$ cat src/rtl/comma_word_aligner_if.sv
// Serial-in / aligned-symbol-out bundle for the comma word aligner.
// The master drives the serial line and the realign request; the slave is the aligner.
interface comma_word_aligner_if;
  logic       i_Ser_Data;
  logic       i_Bit_Valid;
  logic       i_Realign;
  logic [9:0] o_10B;
  logic       o_Sym_Valid;
  logic       o_Is_Comma;
  logic       o_Locked;
  logic [7:0] o_Loss_Cnt;

  modport master (
    output i_Ser_Data, i_Bit_Valid, i_Realign,
    input  o_10B, o_Sym_Valid, o_Is_Comma, o_Locked, o_Loss_Cnt
  );

  modport slave (
    input  i_Ser_Data, i_Bit_Valid, i_Realign,
    output o_10B, o_Sym_Valid, o_Is_Comma, o_Locked, o_Loss_Cnt
  );
endinterface

$ cat src/rtl/comma_word_aligner.sv
// K28.5 comma hunter and 10-bit symbol aligner for an 8b/10b serial stream.
// Bit-clock domain; one serial bit is consumed per qualified clock.
module comma_word_aligner #(
  parameter int unsigned LOCK_COMMAS = 3,
  parameter int unsigned LOSS_ERRS   = 4
) (
  input  logic                 i_Clk,
  input  logic                 i_Rst,
  comma_word_aligner_if.slave  bus
);
  localparam logic [1:0] ST_HUNT   = 2'd0;
  localparam logic [1:0] ST_SYNC   = 2'd1;
  localparam logic [1:0] ST_LOCKED = 2'd2;

  localparam logic [9:0] K28_5_NEG  = 10'b0011111010;
  localparam logic [9:0] K28_5_POS  = 10'b1100000101;
  localparam logic [3:0] FILL_FULL  = 4'd9;
  localparam logic [3:0] PHASE_LAST = 4'd9;
  localparam logic [3:0] LOCK_N     = 4'(LOCK_COMMAS);
  localparam logic [3:0] LOSS_N     = 4'(LOSS_ERRS);

  logic [1:0] state;
  logic [9:0] sr;
  logic [3:0] fill;
  logic [3:0] cnt;
  logic [3:0] ccnt;
  logic [3:0] ecnt;
  logic [9:0] sym_q;
  logic       sym_valid_q;
  logic       is_comma_q;
  logic       locked_q;
  logic [7:0] loss_q;

  logic [9:0] nxt;
  logic       hit;
  logic       bnd;
  logic [3:0] cnt_inc;
  logic [3:0] ccnt_inc;
  logic [3:0] ecnt_inc;

  // The fill guard keeps the zeroed shift register from matching before 10 real bits arrive.
  assign nxt      = {sr[8:0], bus.i_Ser_Data};
  assign hit      = bus.i_Bit_Valid & (fill == FILL_FULL) &
                    ((nxt == K28_5_NEG) | (nxt == K28_5_POS));
  assign bnd      = bus.i_Bit_Valid & (cnt == PHASE_LAST);
  assign cnt_inc  = (cnt == PHASE_LAST) ? 4'd0 : cnt + 4'd1;
  assign ccnt_inc = ccnt + 4'd1;
  assign ecnt_inc = ecnt + 4'd1;

  always_ff @(posedge i_Clk) begin
    if (i_Rst) begin
      state       <= ST_HUNT;
      sr          <= '0;
      fill        <= '0;
      cnt         <= '0;
      ccnt        <= '0;
      ecnt        <= '0;
      sym_q       <= '0;
      sym_valid_q <= 1'b0;
      is_comma_q  <= 1'b0;
      locked_q    <= 1'b0;
      loss_q      <= '0;
    end else begin
      // NOTE: non-blocking assignments throughout, so later statements override earlier defaults
      // while every condition still sees the pre-edge register values.
      sym_valid_q <= 1'b0;
      if (bus.i_Bit_Valid) sr <= nxt;

      if (bus.i_Realign) begin
        if (state == ST_LOCKED && loss_q != 8'hFF) loss_q <= loss_q + 8'd1;
        state    <= ST_HUNT;
        locked_q <= 1'b0;
        fill     <= '0;
        cnt      <= '0;
        ccnt     <= '0;
        ecnt     <= '0;
      end else if (bus.i_Bit_Valid) begin
        if (fill != FILL_FULL) fill <= fill + 4'd1;
        case (state)
          ST_HUNT: begin
            if (hit) begin
              cnt         <= '0;
              sym_q       <= nxt;
              sym_valid_q <= 1'b1;
              is_comma_q  <= 1'b1;
              ccnt        <= 4'd1;
              if (LOCK_N == 4'd1) begin
                state    <= ST_LOCKED;
                locked_q <= 1'b1;
                ecnt     <= '0;
              end else begin
                state <= ST_SYNC;
              end
            end
          end
          ST_SYNC: begin
            cnt <= cnt_inc;
            if (bnd) begin
              sym_q       <= nxt;
              sym_valid_q <= 1'b1;
              is_comma_q  <= hit;
              if (hit) begin
                ccnt <= ccnt_inc;
                if (ccnt_inc == LOCK_N) begin
                  state    <= ST_LOCKED;
                  locked_q <= 1'b1;
                  ecnt     <= '0;
                end
              end
            end else if (hit) begin
              // Comma off the current phase: trust it and restart the lock count.
              cnt         <= '0;
              sym_q       <= nxt;
              sym_valid_q <= 1'b1;
              is_comma_q  <= 1'b1;
              ccnt        <= 4'd1;
            end
          end
          ST_LOCKED: begin
            cnt <= cnt_inc;
            if (bnd) begin
              sym_q       <= nxt;
              sym_valid_q <= 1'b1;
              is_comma_q  <= hit;
              if (hit) ecnt <= '0;
            end else if (hit) begin
              ecnt <= ecnt_inc;
              if (ecnt_inc == LOSS_N) begin
                state    <= ST_HUNT;
                locked_q <= 1'b0;
                fill     <= '0;
                if (loss_q != 8'hFF) loss_q <= loss_q + 8'd1;
              end
            end
          end
          default: state <= ST_HUNT;
        endcase
      end
    end
  end

  assign bus.o_10B       = sym_q;
  assign bus.o_Sym_Valid = sym_valid_q;
  assign bus.o_Is_Comma  = is_comma_q;
  assign bus.o_Locked    = locked_q;
  assign bus.o_Loss_Cnt  = loss_q;
endmodule

$ cat src/flat_wrapper.sv
// flat-port wrapper written by rule: the top's interface ports become plain ports
module comma_word_aligner_flat 
#(
  parameter int unsigned LOCK_COMMAS = 3,
  parameter int unsigned LOSS_ERRS   = 4
)
  (i_Clk, i_Rst, bus_i_Ser_Data, bus_i_Bit_Valid, bus_i_Realign, bus_o_10B, bus_o_Sym_Valid, bus_o_Is_Comma, bus_o_Locked, bus_o_Loss_Cnt);
  comma_word_aligner_if bus_i ();
  input  logic i_Clk;
  input  logic i_Rst;
  input wire logic [$bits(bus_i.i_Ser_Data)-1:0] bus_i_Ser_Data;
  input wire logic [$bits(bus_i.i_Bit_Valid)-1:0] bus_i_Bit_Valid;
  input wire logic [$bits(bus_i.i_Realign)-1:0] bus_i_Realign;
  output wire logic [$bits(bus_i.o_10B)-1:0] bus_o_10B;
  output wire logic [$bits(bus_i.o_Sym_Valid)-1:0] bus_o_Sym_Valid;
  output wire logic [$bits(bus_i.o_Is_Comma)-1:0] bus_o_Is_Comma;
  output wire logic [$bits(bus_i.o_Locked)-1:0] bus_o_Locked;
  output wire logic [$bits(bus_i.o_Loss_Cnt)-1:0] bus_o_Loss_Cnt;
  assign bus_i.i_Ser_Data = bus_i_Ser_Data;
  assign bus_i.i_Bit_Valid = bus_i_Bit_Valid;
  assign bus_i.i_Realign = bus_i_Realign;
  assign bus_o_10B = bus_i.o_10B;
  assign bus_o_Sym_Valid = bus_i.o_Sym_Valid;
  assign bus_o_Is_Comma = bus_i.o_Is_Comma;
  assign bus_o_Locked = bus_i.o_Locked;
  assign bus_o_Loss_Cnt = bus_i.o_Loss_Cnt;
  comma_word_aligner #(.LOCK_COMMAS(LOCK_COMMAS), .LOSS_ERRS(LOSS_ERRS)) u_core (.i_Clk(i_Clk), .i_Rst(i_Rst), .bus(bus_i));
endmodule
$ cat config.mk
export PLATFORM = sky130hd
export DESIGN_NAME = comma_word_aligner_flat
export DESIGN_NICKNAME = d
export VERILOG_FILES = /design/src/rtl/comma_word_aligner_if.sv /design/src/rtl/comma_word_aligner.sv /design/src/flat_wrapper.sv
export SDC_FILE = /design/constraint.sdc
export NUM_CORES = 1
export LEC_CHECK = 0
export ABC_AREA = 1
export CAP_MARGIN = 10
export CORE_MARGIN = 2
export CORE_UTILIZATION = 35
export DETAILED_ROUTE_END_ITERATION = 12
export GPL_TIMING_DRIVEN = 0
export HOLD_SLACK_MARGIN = 0.05
export MAX_ROUTING_LAYER = met4
export SLEW_MARGIN = 20
export SYNTH_ARGS = -nofsm -noshare
export SYNTH_HDL_FRONTEND = slang
export SYNTH_SLANG_ARGS = --single-unit
$ cat constraint.sdc
create_clock -name i_Clk -period 1.61 [get_ports i_Clk]
set_input_delay 0.322 -clock i_Clk [delete_from_list [all_inputs] [get_ports i_Clk]]
set_output_delay 0.322 -clock i_Clk [all_outputs]
set_load 0.05 [all_outputs]
# Word-level counts from Yosys, hierarchy flattened
# Index checks and enable logic that the tools add are counted.
op_classes:
  add_sub_neg: 5
  n_eq_ne: 21
  muxes: 55
  bitwise_logic: 6
  reduce_logical: 19
ops:
  columns: ["op", "count"]
  rows:
  - ["$mux W4", 17]
  - ["$mux W8", 8]
  - ["$mux W10", 3]
  - ["$pmux W10 S3", 1]
  - ["$add A4 B1 Y4 const B", 4]
  - ["$pmux W4 S2", 2]
  - ["$reduce_and A8 Y1", 2]
  - ["$mux W2", 7]
  - ["$ne A2 B1 Y1 const B", 7]
  - ["$reduce_bool A2 Y1", 7]
  - ["$mux W1", 12]
  - ["$pmux W4 S3", 1]
  - ["$eq A10 B10 Y1 const B", 1]
  - ["$eq A10 B8 Y1 const B", 1]
  - ["$add A8 B1 Y8 const B", 1]
  - ["$eq A4 B4 Y1 const B", 2]
  - ["$ne A8 B8 Y1 const B", 1]
  - ["$reduce_and A7 Y1", 1]
  - ["$ne A2 B2 Y1 const B", 3]
  - ["$pmux W1 S3", 2]
  - ["$pmux W2 S3", 1]
  - ["$reduce_and A3 Y1", 2]
  - ["$reduce_and A6 Y1", 1]
  - ["$eq A4 B2 Y1 const B", 1]
  - ["other kinds (15)", 18]
totals:
  register_bits: 48
  output_inout_bits: 21
  word_cells: 117

# Longest topological paths before layout
logic_depth:
  depth_word: 8
  mapped_depth: 12
  ltp_nobuf: 12

# Worst setup path after synthesis
# No wires, ideal clock.
synth_timing:
  kind: "flip-flop to flip-flop"
  from: "register u_core.loss_q[0] (netlist: u_core.bus.o_Loss_Cnt[0])"
  to: "register u_core.loss_q[1] (netlist: u_core.bus.o_Loss_Cnt[1])"
  arrival_time_ps: 1811
  required_ps: 1495
  setup_slack_ps: -316
  path_stages_with_launch: 11
  n_path_buf: 0
  period_less_slack_ps: 1926
  cell_sequence: "dfxtp_1 ha_1 nand2_1 nor3_2 nand3_1 nand3_1 o21ai_4 nand2_4 inv_2 nor2_1 nor2_1"
synth_between:
  elab_chain_len: 8
  elab_cells_between_ends: 14
  cone_classes: "add/sub: 1; eq/ne: 2; mux: 8; reduce/logical: 3"
synth_rtl:
  columns: ["element", "line", "source"]
  rows:
  - ["start: declaration", "comma_word_aligner.sv:32", "logic [7:0] loss_q;"]
  - ["start signal: assignment", "comma_word_aligner.sv:70", "if (state == ST_LOCKED && loss_q != 8'hFF) loss_q <= loss_q + 8'd1;"]
  - ["start signal: assignment", "comma_word_aligner.sv:132", "if (loss_q != 8'hFF) loss_q <= loss_q + 8'd1;"]
  - ["$add A8 B1 Y8", "comma_word_aligner.sv:70, comma_word_aligner.sv:132", null]
  - ["$mux W8", "comma_word_aligner.sv:132", null]
  - ["$mux W8", "comma_word_aligner.sv:128", "if (ecnt_inc == LOSS_N) begin"]
  - ["$mux W8", "comma_word_aligner.sv:126", "end else if (hit) begin"]
  - ["$mux W8", "comma_word_aligner.sv:121", "if (bnd) begin"]
  - ["$mux W8", "comma_word_aligner.sv:79", "case (state)"]
  - ["$mux W8", "comma_word_aligner.sv:77", "end else if (bus.i_Bit_Valid) begin"]
  - ["$mux W8", "comma_word_aligner.sv:69", "if (bus.i_Realign) begin"]
# Parallel ways exist; a longest one is shown, timed or not. The select of a mux whose other input is x is not followed.
# A chain may end at the register's enable or synchronous reset.

# Final worst setup path
layout_timing:
  from: "register u_core.state[0]"
  to: "register u_core.sym_q[9] (netlist: u_core.bus.o_10B[9])"
layout_between:
  elab_chain_len: 3
  elab_cells_between_ends: 7
  cone_classes: "eq/ne: 3; mux: 1; reduce/logical: 3"
layout_rtl:
  columns: ["element", "line", "source"]
  rows:
  - ["start: declaration", "comma_word_aligner.sv:22", "logic [1:0] state;"]
  - ["start signal: assignment", "comma_word_aligner.sv:52", "state <= ST_HUNT;"]
  - ["start signal: assignment", "comma_word_aligner.sv:71", "state <= ST_HUNT;"]
  - ["start signal: assignment", "comma_word_aligner.sv:88", "state <= ST_LOCKED;"]
  - ["$eq A2 B2 Y1, or another cell as far along", "comma_word_aligner.sv:79", null]
  - ["$ne A2 B1 Y1 (no line) / $reduce_bool A3 Y1 (equally long branches)", null, null]
  - ["$reduce_and A4 Y1 (no line)", null, null]
  - ["end signal: assignment", "comma_word_aligner.sv:83", "sym_q <= nxt;"]
  - ["end signal: assignment", "comma_word_aligner.sv:99", "sym_q <= nxt;"]
  - ["end signal: assignment", "comma_word_aligner.sv:113", "sym_q <= nxt;"]
  - ["end: declaration", "comma_word_aligner.sv:28", "logic [9:0] sym_q;"]
# Parallel ways exist; a longest one is shown, timed or not.

==> impl_metrics.env <==
export IMPL_clock_sinks=48
export IMPL_cp_arrival_ns=1.80
export IMPL_cts_tree="done"
export IMPL_nets=423
export IMPL_cts_hold_fix_buffers=0
export IMPL_synth_most_common_cell="nand2_1"
export IMPL_synth_top_family_by_area="simple AND/OR/NAND/NOR gates"
export IMPL_synth_seq_area_share_pct=37.30
export IMPL_muxShareOfSynthArea_pct=0
export IMPL_cap_violations=0
export IMPL_async_reset_ff_share_pct=0
export IMPL_clk_latency_ns=0.31
export IMPL_rsz0062_at_grt="yes"
export IMPL_dp_hpwl_microns=4167
export IMPL_violations="setup timing"
export IMPL_io_pins=26
export IMPL_crit_path_max_fanout=10
export IMPL_drc=0
export IMPL_syn_area_sq_um=2576
export IMPL_vias=2544
export IMPL_dr_pass1_iters=4
export IMPL_crit_required_ns=1.80
export IMPL_max_slew_margin_pct=56.87
export IMPL_grt_pass1_wl_microns=10690
export IMPL_core_area_sq_um=7176
export IMPL_final_core_util_pct=50.10
export IMPL_grt_start_max_net_pins=17
export IMPL_num_antenna_cells=0
export IMPL_start_kind="flop"
export IMPL_finalWirelength_microns=6608
export IMPL_drtIter0Drc=77
export IMPL_numCtsBuffers=5
export IMPL_end_kind="flop"
export IMPL_clkSlewWorstSetupHoldPaths_ns=0.10
export IMPL_critPathKind="reg2reg"
export IMPL_synthToLayoutAreaGrowth_pct=39.53
export IMPL_skew_ns=0.006200
export IMPL_gp_congestion=0.8128
export IMPL_grt_pass1_vias=2308
export IMPL_worst_slew_pin_slew_ns=0.6470
export IMPL_max_clock_path_buffers=2
export IMPL_fp_dieH_microns=89.80
export IMPL_syn_nets=372
export IMPL_synth_top_cell_area_share_pct=37.30
export IMPL_synth_cell_types=35
export IMPL_min_path_type="in2reg"
export IMPL_rows=31
export IMPL_status="finished, violations left"
export IMPL_ys_ff_latch=48
export IMPL_vias_per_cell=5.038
export IMPL_power_density_nw_per_um2=633.3
export IMPL_hold_viol=0
export IMPL_synth_xor_area_share_pct=3.351
export IMPL_grt_overflow_total=0
export IMPL_fin_hold_ws_ns=0.3859
export IMPL_synth_compound_area_share_pct=15.40
export IMPL_root_buffer="clkbuf_8"
export IMPL_worst_slack_ns=-0.008643
export IMPL_yosysWarnings=0
export IMPL_syn_area_per_cell_sq_um=7.277
export IMPL_fin_crit_ns=1.619
export IMPL_synthAdderAreaFrac_pct=6.314
export IMPL_start_util_pct=35.90
export IMPL_setup_viol=5
export IMPL_grt_antenna_before_repair=0
export IMPL_whs_path_depth=3
export IMPL_h_tree_depth=2
export IMPL_synth_cells=354
export IMPL_max_freq_ghz=0.6178
export IMPL_die_area_sq_um=8063
export IMPL_synth_edff_count=0
export IMPL_ant_nets=0
export IMPL_p_leak_uw=0.001384
export IMPL_r2r_slack_ns=-0.009
export IMPL_synth_commonest_cells="64 x nand2_1, 48 x dfxtp_1, 42 x nand3_1"
export IMPL_layout_drive_gt1_share_pct=34.48
export IMPL_io_buffers=23
export IMPL_post_route_period_util_pct=100.5
export IMPL_die_x_microns=89.80
export IMPL_synth_flop_cell="dfxtp_1"
export IMPL_peakVddDrop_mv=0.3551
export IMPL_track_usage_pct=16.16
export IMPL_reg2regPathDepth=8
export IMPL_synth_top_cell_by_area="dfxtp_1"
export IMPL_synth_area_leaders="dfxtp_1 37%, nand2_1 9.3%, nand3_1 8.2%, a21oi_1 8.0%, ha_1 6.3%"
export IMPL_wl_per_cell_microns=13.09
export IMPL_slew_violations=0
export IMPL_post_synth_and_or_nand_nor_area_fraction_pct=29.87
-- flip-flops by register name, summed over array words and instances, names as in the netlist --
register,count
u_core.bus.o_Sym_Valid,1
u_core.ecnt,4
u_core.bus.o_Is_Comma,1
u_core.ccnt,4
u_core.bus.o_10B,10
u_core.state,2
u_core.bus.o_Locked,1
u_core.fill,4
u_core.sr,9
u_core.bus.o_Loss_Cnt,8
u_core.cnt,4
-- worst paths after layout --
path | start | to
max | u_core.state[0]$_SDFFE_PP0P_ | u_core.bus.o_10B[9]$_SDFFE_PP0P_
min | bus_i_Bit_Valid | u_core.fill[1]$_SDFFE_PP0P_
max reg2reg | u_core.state[0]$_SDFFE_PP0P_ | u_core.bus.o_10B[9]$_SDFFE_PP0P_
min reg2reg | u_core.bus.o_Locked$_SDFFE_PP0P_ | u_core.bus.o_Locked$_SDFFE_PP0P_
-- area by class of cell --
type	instances	area [sq um]
clock buffer	5	68.82
buffer	8	41.29
multi-input combinational	257	1775
timing repair buffer	42	355.3
clock inverter	3	47.55
fill	709	3581
tap	99	123.9
inverter	43	170.2
sequential	48	1012
-- layer usage --
layer	up-vias	global-route usage [%]	wire [microns]
met1	1210	21.33	3095
met4	0	5.000	89
met5	-	-	0
met3	6	2.850	239
met2	47	25.44	3184
li1	1281	-	-
-- power breakdown --
group | switching (uW) | internal, uW | leakage, uW | total [uW]
Combinational | 94.4 | 47.2 | 0.000924 | 142
Clock | 454 | 469 | 0.0000583 | 922
Sequential | 18.7 | 1190 | 0.000402 | 1210
-- cells in the final DEF, fill, tap and decap left out, drive strengths merged, types with 2 or more instances in the layout --
cell,synthesis,routed
clkbuf,5,12
dlygate4sd2,0,19
nand2,68,68
dfxtp,48,48
nor3,5,5
nand4,11,11
buf,3,22
o21bai,2,2
inv,42,41
xor2,6,6
a21oi,41,41
clkinv,1,4
or2,2,2
nand3,44,44
nor2,31,31
ha,13,13
xnor2,3,3
o21ai,23,25
-- per-stage QoR --
| stage | cell area, sq um | power, uW | std cells | setup WS, ns | setup TNS, ns |
|---|---|---|---|---|---|
| after floorplan | 2589 | 1321 | 354 | 0.01559 | 0 |
| after global placement | 2943 | 1355 | 476 | -0.4505 | -14.38 |
| after detailed placement | 2943 | 1356 | 476 | -0.4583 | -14.91 |
| after CTS | 3304 | 2285 | 499 | -0.01124 | -0.02565 |
| after global routing | 3595 | 2359 | 505 | -0.08007 | -1.177 |
| final | 3595 | 2277 | 505 | -0.008643 | -0.02439 |
-- kinds of logic after synthesis --
| family | after synthesis |
|---|---|
| and+or+nand+nor | 163 |
| AOI/OAI and AO/OA | 70 |
| buffers and inverters | 51 |
| DFF | 48 |
| adders and majority gates | 13 |
| xor gates and xnor gates | 9 |
-- timing repair --
item                       CTS  global route
setup endpoints to repair   55            39
gates resized for setup     62            78
pin swaps                   15            25
buffers inserted            13             6
gates cloned                 2             0
-- critical path, stage by stage, from the launching register on --
cell and delay, ns:
dfxtp_2 0.37, ha_1 0.24, nor2_4 0.16, inv_2 0.08, nor3_4 0.21, buf_4 0.16, nand2_4 0.09, nand3_1 0.13
a21oi_2 0.06
(Power assumes the default switching activity.)
